### config.mk
export PLATFORM = sky130hd
export DESIGN_NAME = pipeline_ctrl_unit
export DESIGN_NICKNAME = d
export VERILOG_FILES = /design/src/rtl/hazard_pkg.sv /design/src/rtl/md_sequencer.sv /design/src/rtl/pipeline_ctrl_unit.sv
export SDC_FILE = /design/constraint.sdc
export NUM_CORES = 1
export LEC_CHECK = 0
export CAP_MARGIN = 30
export CORE_MARGIN = 2
export CORE_UTILIZATION = 31
export CTS_CLUSTER_DIAMETER = 150
export CTS_CLUSTER_SIZE = 30
export DETAILED_ROUTE_END_ITERATION = 7
export GPL_ROUTABILITY_DRIVEN = 1
export PLACE_DENSITY = 0.93
export SLEW_MARGIN = 15
export SYNTH_ARGS = -nofsm -noshare
export SYNTH_HDL_FRONTEND = slang
export SYNTH_SLANG_ARGS = --single-unit
### constraint.sdc
create_clock -name clk -period 1.8 [get_ports clk]
set_input_delay 0.36 -clock clk [delete_from_list [all_inputs] [get_ports clk]]
set_output_delay 0.36 -clock clk [all_outputs]
set_load 0.005 [all_outputs]
### src/rtl/hazard_pkg.sv
// Shared types and constants for the pipeline stall/flush controller.
package hazard_pkg;

    // MUL/DIV sequencing states
    typedef enum logic [1:0] {
        MD_IDLE = 2'd0,
        MD_BUSY = 2'd1,
        MD_DONE = 2'd2
    } md_state_t;

    // Architectural zero register; a load targeting it never creates a hazard
    localparam logic [4:0] REG_X0 = 5'h00;

    // Default number of MD_BUSY cycles before the sequencer gives up on md_done
    localparam int MD_TIMEOUT_DEFAULT = 64;

endpackage

### src/rtl/md_sequencer.sv
// MUL/DIV sequencer: start/done handshake with the multi-cycle unit in
// Execute, timeout abort, and the stall request that holds the front of the
// pipe while the unit is working. Reset is synchronous and active-low.
module md_sequencer
    import hazard_pkg::*;
#(
    parameter int MD_TIMEOUT = MD_TIMEOUT_DEFAULT
) (
    input  logic clk,
    input  logic rst,
    input  logic mul_div_e,
    input  logic md_done,
    output logic md_start,
    output logic md_abort,
    output logic md_stall
);

    localparam int TIMER_W = $clog2(MD_TIMEOUT);
    localparam logic [TIMER_W-1:0] TIMER_LAST = TIMER_W'(MD_TIMEOUT - 1);

    md_state_t          state_q, state_d;
    logic [TIMER_W-1:0] timer_q, timer_d;

    // Next-state, timer and handshake outputs; everything is forced quiet while reset is held
    always_comb begin
        state_d  = state_q;
        timer_d  = timer_q;
        md_start = 1'b0;
        md_abort = 1'b0;
        md_stall = 1'b0;
        case (state_q)
            MD_IDLE: begin
                if (mul_div_e) begin
                    md_start = 1'b1;
                    md_stall = 1'b1;
                    timer_d  = '0;
                    state_d  = MD_BUSY;
                end
            end
            MD_BUSY: begin
                md_stall = 1'b1;
                timer_d  = timer_q + 1'b1;
                if (md_done) begin
                    state_d = MD_DONE;
                end else if (timer_q == TIMER_LAST) begin
                    md_abort = 1'b1;
                    state_d  = MD_DONE;
                end
            end
            MD_DONE: begin
                state_d = MD_IDLE;
            end
            default: begin
                state_d = MD_IDLE;
            end
        endcase
        if (!rst) begin
            md_start = 1'b0;
            md_abort = 1'b0;
            md_stall = 1'b0;
        end
    end

    // State and timer registers with synchronous active-low reset
    always_ff @(posedge clk) begin
        if (!rst) begin
            state_q <= MD_IDLE;
            timer_q <= '0;
        end else begin
            state_q <= state_d;
            timer_q <= timer_d;
        end
    end

endmodule

### src/rtl/pipeline_ctrl_unit.sv
// Stall/flush controller for the 5-stage pipeline: load-use detection,
// taken-branch flushing and MUL/DIV holding. mdStall overrides the other
// hazards. Optional performance counters are built only when
// HAZARD_PERF_CNT_EN is defined; otherwise the perf_* ports read 0.
module pipeline_ctrl_unit
    import hazard_pkg::*;
#(
    parameter int MD_TIMEOUT = MD_TIMEOUT_DEFAULT,
    parameter int CNT_W      = 32
) (
    input  logic             clk,
    input  logic             rst,
    input  logic             MemReadE,
    input  logic [4:0]       RD_E,
    input  logic [4:0]       Rs1_D,
    input  logic [4:0]       Rs2_D,
    input  logic             PCSrcE,
    input  logic             MulDivE,
    input  logic             md_done,
    output logic             md_start,
    output logic             md_abort,
    output logic             StallF,
    output logic             StallD,
    output logic             StallE,
    output logic             FlushD,
    output logic             FlushE,
    output logic             FlushM,
    output logic [CNT_W-1:0] perf_lw,
    output logic [CNT_W-1:0] perf_md,
    output logic [CNT_W-1:0] perf_flush
);

    logic lw_stall;
    logic md_stall;
    logic branch_taken;

    md_sequencer #(
        .MD_TIMEOUT(MD_TIMEOUT)
    ) u_md_sequencer (
        .clk      (clk),
        .rst      (rst),
        .mul_div_e(MulDivE),
        .md_done  (md_done),
        .md_start (md_start),
        .md_abort (md_abort),
        .md_stall (md_stall)
    );

    // Hazard detection and stall/flush decode; md_stall already reads 0 during reset
    always_comb begin
        lw_stall     = rst & MemReadE & (RD_E != REG_X0) &
                       ((RD_E == Rs1_D) | (RD_E == Rs2_D));
        branch_taken = rst & PCSrcE;
        StallF       = lw_stall | md_stall;
        StallD       = lw_stall | md_stall;
        StallE       = md_stall;
        FlushM       = md_stall;
        FlushD       = branch_taken & ~md_stall;
        FlushE       = (lw_stall | branch_taken) & ~md_stall;
    end

`ifdef HAZARD_PERF_CNT_EN
    logic [CNT_W-1:0] perf_lw_q, perf_lw_d;
    logic [CNT_W-1:0] perf_md_q, perf_md_d;
    logic [CNT_W-1:0] perf_flush_q, perf_flush_d;

    // Counter increments; the counters wrap naturally at 2^CNT_W
    always_comb begin
        perf_lw_d    = perf_lw_q + CNT_W'(lw_stall);
        perf_md_d    = perf_md_q + CNT_W'(md_stall);
        perf_flush_d = perf_flush_q + CNT_W'(FlushD | FlushE);
        perf_lw      = rst ? perf_lw_q : '0;
        perf_md      = rst ? perf_md_q : '0;
        perf_flush   = rst ? perf_flush_q : '0;
    end

    // Counter registers with synchronous active-low reset
    always_ff @(posedge clk) begin
        if (!rst) begin
            perf_lw_q    <= '0;
            perf_md_q    <= '0;
            perf_flush_q <= '0;
        end else begin
            perf_lw_q    <= perf_lw_d;
            perf_md_q    <= perf_md_d;
            perf_flush_q <= perf_flush_d;
        end
    end
`else
    assign perf_lw    = '0;
    assign perf_md    = '0;
    assign perf_flush = '0;
`endif

endmodule

Word level (Yosys, flattened, before mapping) --
Cells that the tools add are included.
Word-level totals: register bits after elaboration 8, bits of input ports 21
Operators by class: equal/unequal tests 6, multiplexer cells 15, reductions and logical operators 5, bitwise logic cells 10, add/sub/neg operators 1
Operator list (number):
- 6-bit case mux with 2 select lines | 1
- 5-bit equality test | 2
- 1-bit 2-to-1 mux | 8
- 6-bit by 1-bit adder with 6-bit output (second input constant) | 1
- 1-bit bitwise AND | 6
- 6-bit equality test (second input constant) | 1
- 2-bit 2-to-1 mux | 3
- 6-bit 2-to-1 mux | 1
- 5-bit nonzero test | 1
- 2-bit case mux with 2 select lines | 1
- 2-bit AND reduction | 2
- 3-bit by 2-bit inequality test with 1-bit output (second input constant) | 1
- 1-bit bitwise OR | 3
- 2-bit by 1-bit equality test with 1-bit output (second input constant) | 1
- 2-bit zero test | 1
- 2-bit inequality test (second input constant) | 1
- 1-bit case mux with 2 select lines | 1
- 2-bit nonzero test | 1
- 1-bit NOT | 1

Longest topological paths before layout --
Gate-level depths: netlist of the first run.
depth in word-level cells 5, depth in mapped cells 5, depth with buffers taken out 5

Modules after synthesis --
A second synthesis of the first run with hierarchy kept.
Second synthesis, totals: cell total of the unflattened synthesis 171, area, all modules 1331.3 µm²
Modules (own cells, without submodules):
- pipeline_ctrl_unit | area an instance 904.6 µm², cells an instance 121, seq. area each 0.0 µm², times used 1
- md_sequencer | area an instance 426.7 µm², cells an instance 50, seq. area each 160.2 µm², times used 1

Worst setup path before layout of the first run --
OpenSTA, ideal clock, no wires.
path kind input port to output port, start input port RD_E[2], end output port StallF, buffers on the path 1, data required time 1.440 ns, path slack 0.317 ns, data arrival time 1.123 ns, cell stages on the path 5, path through xor2_1 > nor3_1 > a22oi_1 > o21bai_1 > buf_4
Between the ends: longest elaborated chain between the ends 4, elaborated cells between the ends (all ways) 7
Ends and longest elaborated chain:
- start: declaration | line pipeline_ctrl_unit.sv:14 | input logic [4:0] RD_E,
- 5-bit equality test / 5-bit nonzero test (equally long branches) | line pipeline_ctrl_unit.sv:52, pipeline_ctrl_unit.sv:51
- 1-bit bitwise OR / 1-bit bitwise AND (equally long branches) | line pipeline_ctrl_unit.sv:52, pipeline_ctrl_unit.sv:51
- 1-bit bitwise AND (*) | line pipeline_ctrl_unit.sv:51 | lw_stall = rst & MemReadE & (RD_E != REG_X0) &
- 1-bit bitwise OR (*)
- end: declaration | line pipeline_ctrl_unit.sv:22 | output logic StallF,
Mark *: on every way between the ends. The rest lies on a longest branch, timed or not.

Worst setup path after layout of the first run --
start input port Rs2_D[0], end output port StallD
Between the ends: longest elaborated chain between the ends 4
Ends and longest elaborated chain:
- start: declaration | line pipeline_ctrl_unit.sv:16 | input logic [4:0] Rs2_D,
- 5-bit equality test | line pipeline_ctrl_unit.sv:52 | ((RD_E == Rs1_D) | (RD_E == Rs2_D));
- 1-bit bitwise OR | line pipeline_ctrl_unit.sv:52
- 1-bit bitwise AND | line pipeline_ctrl_unit.sv:51
- 1-bit bitwise OR | line pipeline_ctrl_unit.sv:55 | StallD = lw_stall | md_stall;
- end: declaration | line pipeline_ctrl_unit.sv:23 | output logic StallD,
No other way between the ends.

==> results of run 1 <==
## power breakdown
group / switching, W / internal [W] / total, W
logic: 0.000128 / 0.000109 / 0.000238
clock network: 0.0000669 / 0.000145 / 0.000211
registers: 0.00000405 / 0.000184 / 0.000188
total: 0.000199 / 0.000438 / 0.000638
## cell usage in the layout (no fill, tap or decap), drive strengths merged, types with 3 or more instances in the layout
cell type and count:
a22oi 3, and2 3, and3 3, buf 31
clkbuf 9, clkdlybuf4s50 3, conb 96, dfxtp 8
dlygate4sd2 11, nand2 5, nand3 3, nor2 9
nor3 4, nor3b 3, o21bai 3, xor2 10
## cell families after synthesis
logic type	count (synthesis)
DFF	8
xor gates and xnor gates	10
AOI/OAI and AO/OA	12
adders and majority gates	1
other	1
and+or+nand+nor	37
buffers and inverters	99
muxes	1
## layer usage
metal	vias to the layer above	wire (um)
met3	2	272
met5	-	0
met4	0	19
li1	456	-
met1	431	730
met2	72	1390
## worst max-delay path: stages
cell           delay, ns
dlygate4sd2_1       0.24
xor2_1              0.15
nor3_2              0.19
a22oi_2             0.08
o21bai_1            0.20
buf_2               0.15
## sequential cells by signal, summed over array words and instances, names as in the netlist
register / cells
u_md_sequencer.timer_q: 6
u_md_sequencer.state_q: 2
## how the worst max path moves through the flow
stage | from | to | depth (start not counted)
CTS | RD_E[0] | FlushE | 6
global route | Rs2_D[0] | StallD | 6
detailed placement | RD_E[1] | StallD | 6
floorplan | RD_E[2] | StallF | 5
global placement | RD_E[2] | FlushE | 6
finish | Rs2_D[0] | StallD | 6
## synthesized netlist by cell type (2+ instances only)
library cell,n,area (um2)
buf_4,98,736
xor2_1,10,87.6
nor2_1,9,33.8
dfxtp_1,8,160
nand2_1,5,18.8
nor3_1,4,20.0
a22oi_1,3,22.5
and2_1,3,18.8
and3_1,3,18.8
nand3_1,3,15.0
nor2b_1,2,12.5
nor3b_1,2,15.0
o21bai_1,2,15.0
## timing repair
action,4_1_cts,5_1_grt
gates resized for setup,54,16
buffers inserted,8,1
hold buffers,0,0
pin swaps,12,11
setup endpoints to repair,8,4
## layout make-up
cell class / count / area (um2) / share of cell area, %
Multi-Input combinational cell: 157 / 811 / 55.0
Timing Repair Buffer: 53 / 395 / 26.8
Sequential cell: 8 / 164 / 11.1
Tap cell: 50 / 62.6 / 4.24
Clock buffer: 3 / 41.3 / 2.80
## through the flow
step / util [%] / setup TNS [ns] / cell area, um2 / hold slack [ns] / worst slack [ns]
after global routing: 36.6 / -0.0713 / 1470 / 0.615 / -0.0394
after CTS: 37.0 / 0 / 1490 / 0.580 / 0.0154
after floorplan: - / 0 / 1670 / 0.491 / 0.317
after global placement: 34.5 / -3.74 / 1390 / 0.568 / -0.651
after detailed placement: 34.5 / -3.98 / 1390 / 0.575 / -0.693
final: 36.6 / 0 / 1470 / 0.581 / 0.0636
==> results.sh, run 1 <==
export IMPL_layout_nets=245
export IMPL_cts_buffer_depth=2
export IMPL_antenna_found_initial=0
export IMPL_syn_to_final_growth_pct=12.5
export IMPL_endpoint_kind="primary output"
export IMPL_path_max_fanout=2
export IMPL_ys_warn_count=0
export IMPL_dieArea_um2=4760
export IMPL_num_vias=961
export IMPL_ys_seq_area_share_pct=12.2
export IMPL_p_total_w=0.000638
export IMPL_rsz0062_at_grt="yes"
export IMPL_placed_cells=259
export IMPL_gr_total_overflow=0
export IMPL_max_vdd_ir_drop_mv=0.204
export IMPL_io_pins=125
export IMPL_viasPerCell=3.55
export IMPL_antenna_cells=0
export IMPL_die_w_um=69.0
export IMPL_p_leak_nw=0.831
export IMPL_required_ns=1.44
export IMPL_path_class="in -> out"
export IMPL_cts_tree="done"
export IMPL_syn_area_per_cell_um2=7.75
export IMPL_hold_viol=0
export IMPL_grt_met1_usage_pct=7.85
export IMPL_ys_seq_elements=8
export IMPL_wire_per_inst_um=8.90
export IMPL_worstSkewPairLatency_ns=0.23
export IMPL_r2r_end="u_md_sequencer.timer_q[4]"
export IMPL_r2r_cells=10
export IMPL_hp_class="reg -> reg"
export IMPL_grt_pass1_wl_um=3420
export IMPL_drc=0
export IMPL_synth_compound_area_share_pct=7.07
export IMPL_synth_adder_area_share_pct=0.955
export IMPL_cts_max_level=1
export IMPL_finalNonFillerCells=271
export IMPL_synth_edf_count=0
export IMPL_cp_arrival_ns=1.38
export IMPL_clk_pin_slew_worst_paths_ns=0.04
export IMPL_setup_viol=0
export IMPL_max_freq_ghz=0.576
export IMPL_maxSlewViolCount=0
export IMPL_num_rows=23
export IMPL_drive_above_1_share_pct=25.8
export IMPL_synth_distinct_cells=30
export IMPL_first_global_vias=768
export IMPL_grtUsageTotal_pct=8.90
export IMPL_p_per_area_nw_per_um2=433
export IMPL_cts_root_buf="clkbuf_8"
export IMPL_status="completed"
export IMPL_first_pass_iters=3
export IMPL_clock_sinks=8
export IMPL_synthSimpleGateAreaFrac_pct=15.5
export IMPL_finalCritPeriodShare_pct=96.5
export IMPL_drt_iter0_drc=3
export IMPL_core_area_um2=4030
export IMPL_r2r_start="u_md_sequencer.state_q[0]"
export IMPL_fillers=410
export IMPL_synth_top_family_by_area="buffers and inverters"
export IMPL_maxCapViolCount=0
export IMPL_grt_max_degree=9
export IMPL_period_needed_ns=1.74
export IMPL_async_flop_share_pct=0
export IMPL_use_met3_pct=3.80
export IMPL_grt_busiest_layer="met2"
export IMPL_worstHoldPathCells=2
export IMPL_wirelength_um=2410
export IMPL_netlist_instances=169
export IMPL_hpwl_um=2030
export IMPL_io_buffers=28
export IMPL_start_kind="input port"
export IMPL_initial_core_util_pct=32.5
export IMPL_cts_buffers=3
export IMPL_synth_mux_area_share_pct=0.860
export IMPL_synth_top_flop_cell="dfxtp_1"
export IMPL_synth_area_um2=1310
export IMPL_grt_use_met2_pct=17.5
export IMPL_ant_nets=0
export IMPL_fin_skew_ns=0.00170
export IMPL_gp_congestion=0.776
export IMPL_synth_xor_area_share_pct=6.69
export IMPL_hp_start="u_md_sequencer.timer_q[5]"
export IMPL_die_y_um=69.0
export IMPL_rrSetupSlack_ns=0.32
export IMPL_hold_path_endpoint="u_md_sequencer.timer_q[5]"
No activity file was read; power rests on OpenSTA's default activity.
==> run 2, diff against run 1 <==
Settings changed: RECOVER_POWER set to 25.
==> results.sh, run 2 (synthesis results as in run 1) <==
export IMPL_status="completed"
export IMPL_drt_iter0_drc=4
export IMPL_first_pass_iters=3
export IMPL_hold_viol=0
export IMPL_use_met3_pct=3.80
export IMPL_cp_arrival_ns=1.38
export IMPL_p_per_area_nw_per_um2=433
export IMPL_placed_cells=259
export IMPL_num_rows=23
export IMPL_setup_viol=0
export IMPL_maxCapViolCount=0
export IMPL_cts_max_level=1
export IMPL_endpoint_kind="primary output"
export IMPL_cts_tree="done"
export IMPL_core_area_um2=4030
export IMPL_clk_pin_slew_worst_paths_ns=0.04
export IMPL_clock_sinks=8
export IMPL_final_common_cell="conb_1"
export IMPL_hp_class="reg -> reg"
export IMPL_cts_root_buf="clkbuf_8"
export IMPL_post_route_cell_area_um2=1470
export IMPL_cp_slowest_cell="dfxtp_1"
export IMPL_finalCritPeriodShare_pct=96.8
export IMPL_start_kind="flop"
export IMPL_gp_congestion=0.776
export IMPL_syn_to_final_growth_pct=12.0
export IMPL_ant_nets=0
export IMPL_reg_top3="u_md_sequencer.timer_q x6, u_md_sequencer.state_q x2"
export IMPL_rsz0062_at_grt="yes"
export IMPL_num_vias=965
export IMPL_antenna_found_initial=0
export IMPL_gr_total_overflow=0
export IMPL_die_w_um=69.0
export IMPL_grt_busiest_layer="met2"
export IMPL_path_class="reg -> out"
export IMPL_viasPerCell=3.56
export IMPL_grt_use_met2_pct=17.5
export IMPL_p_total_w=0.000636
export IMPL_hpwl_um=2030
export IMPL_drive_above_1_share_pct=24.9
export IMPL_cpPeakStageDelay_ns=0.31
export IMPL_dieArea_um2=4760
export IMPL_grt_met1_usage_pct=7.85
export IMPL_maxSlewViolCount=0
export IMPL_cts_buffers=3
export IMPL_placed_cell_area_um2=1390
export IMPL_io_buffers=28
export IMPL_path_max_fanout=2
export IMPL_max_freq_ghz=0.574
export IMPL_die_y_um=69.0
export IMPL_io_pins=125
export IMPL_crit_buf_inv=1
export IMPL_setup_ws_ns=0.0576
export IMPL_final_cell_mix="conb_1, buf_4, dlygate4sd2_1, xor2_1, nor2_1"
export IMPL_antenna_cells=0
export IMPL_drc=0
export IMPL_path_cells="ha_1, and3_4, and3_1, nor3b_2, buf_2"
export IMPL_grtUsageTotal_pct=8.90
export IMPL_first_global_vias=768
export IMPL_initial_core_util_pct=32.5
export IMPL_crit_family="simple AND/OR/NAND/NOR gates"
export IMPL_grt_max_degree=9
export IMPL_largest_reg_flops=6
export IMPL_required_ns=1.44
export IMPL_final_util_pct=36.4
export IMPL_wirelength_um=2420
export IMPL_wire_per_inst_um=8.94
export IMPL_p_leak_nw=0.830
export IMPL_top_register="u_md_sequencer.timer_q"
export IMPL_layout_nets=245
export IMPL_period_needed_ns=1.74
export IMPL_worstSkewPairLatency_ns=0.23
export IMPL_fin_skew_ns=0.00174
export IMPL_finalNonFillerCells=271
export IMPL_max_vdd_ir_drop_mv=0.204
export IMPL_grt_pass1_wl_um=3420
export IMPL_pre_cts_slack_ns=-0.693
export IMPL_cts_buffer_depth=2
[run 2: changes by cell type in the layout (fill, tap and decap cells not counted)]
cell	change
buf_4	-1
clkbuf_1	+1
ha_1	+1
ha_2	-1
[run 2: final timing paths]
check                         endpoint  cells past startpoint  slack, ns                       from
max                           md_abort                      5       0.06  u_md_sequencer.timer_q[1]
min          u_md_sequencer.timer_q[5]                      2       0.58  u_md_sequencer.timer_q[5]
max reg2reg  u_md_sequencer.timer_q[4]                     10       0.32  u_md_sequencer.state_q[0]
min reg2reg  u_md_sequencer.timer_q[5]                      2       0.58  u_md_sequencer.timer_q[5]
[run 2: report_power, final]
group	leakage, nW	internal [W]	switching, W	total (W)
Combinational	0.742	0.000108	0.000128	0.000236
Clock	0.0216	0.000145	0.0000670	0.000211
Sequential	0.0661	0.000184	0.00000410	0.000188
Total	0.830	0.000436	0.000199	0.000636
[run 2: routing by layer]
| metal | vias to the layer above | routed length, um |
|---|---|---|
| met5 | - | 0 |
| met4 | 0 | 19 |
| met3 | 2 | 275 |
| met2 | 72 | 1390 |
| met1 | 435 | 740 |
| li1 | 456 | - |
[run 2: what timing repair did]
| item | 4_1_cts | 5_1_grt |
|---|---|---|
| buffers inserted | 8 | 1 |
| hold endpoints to repair | 0 | 0 |
| endpoints found under the setup margin | 8 | 4 |
| hold buffers | 0 | 0 |
| gates resized for setup | 54 | 16 |
| pin swaps | 12 | 11 |
[run 2: worst min-delay path, cell delays in order (launching register included)]
cell and delay (ns):
dfxtp_1 0.32, nor4_1 0.06, o21a_1 0.15
[run 2: stage by stage]
stage | setup TNS, ns | hold WS [ns]
final | 0 | 0.581
after CTS | 0 | 0.580
after floorplan | 0 | 0.491
after detailed placement | -3.98 | 0.575
after global routing | -0.0713 | 0.615
after global placement | -3.74 | 0.568
[run 2: layout make-up]
| cell class | count | area, um2 |
|---|---|---|
| multi-input combinational | 157 | 808 |
| clock buffer | 3 | 41.3 |
| tap | 50 | 62.6 |
| timing repair buffer | 53 | 392 |
| sequential | 8 | 164 |
| fill | 411 | 2560 |
==> run 3, diff against run 2 <==
Settings changed: CAP_MARGIN 30 to 20.
==> results of run 3 <==
The final DEF is identical to that of run 2; final timing and power are the same.
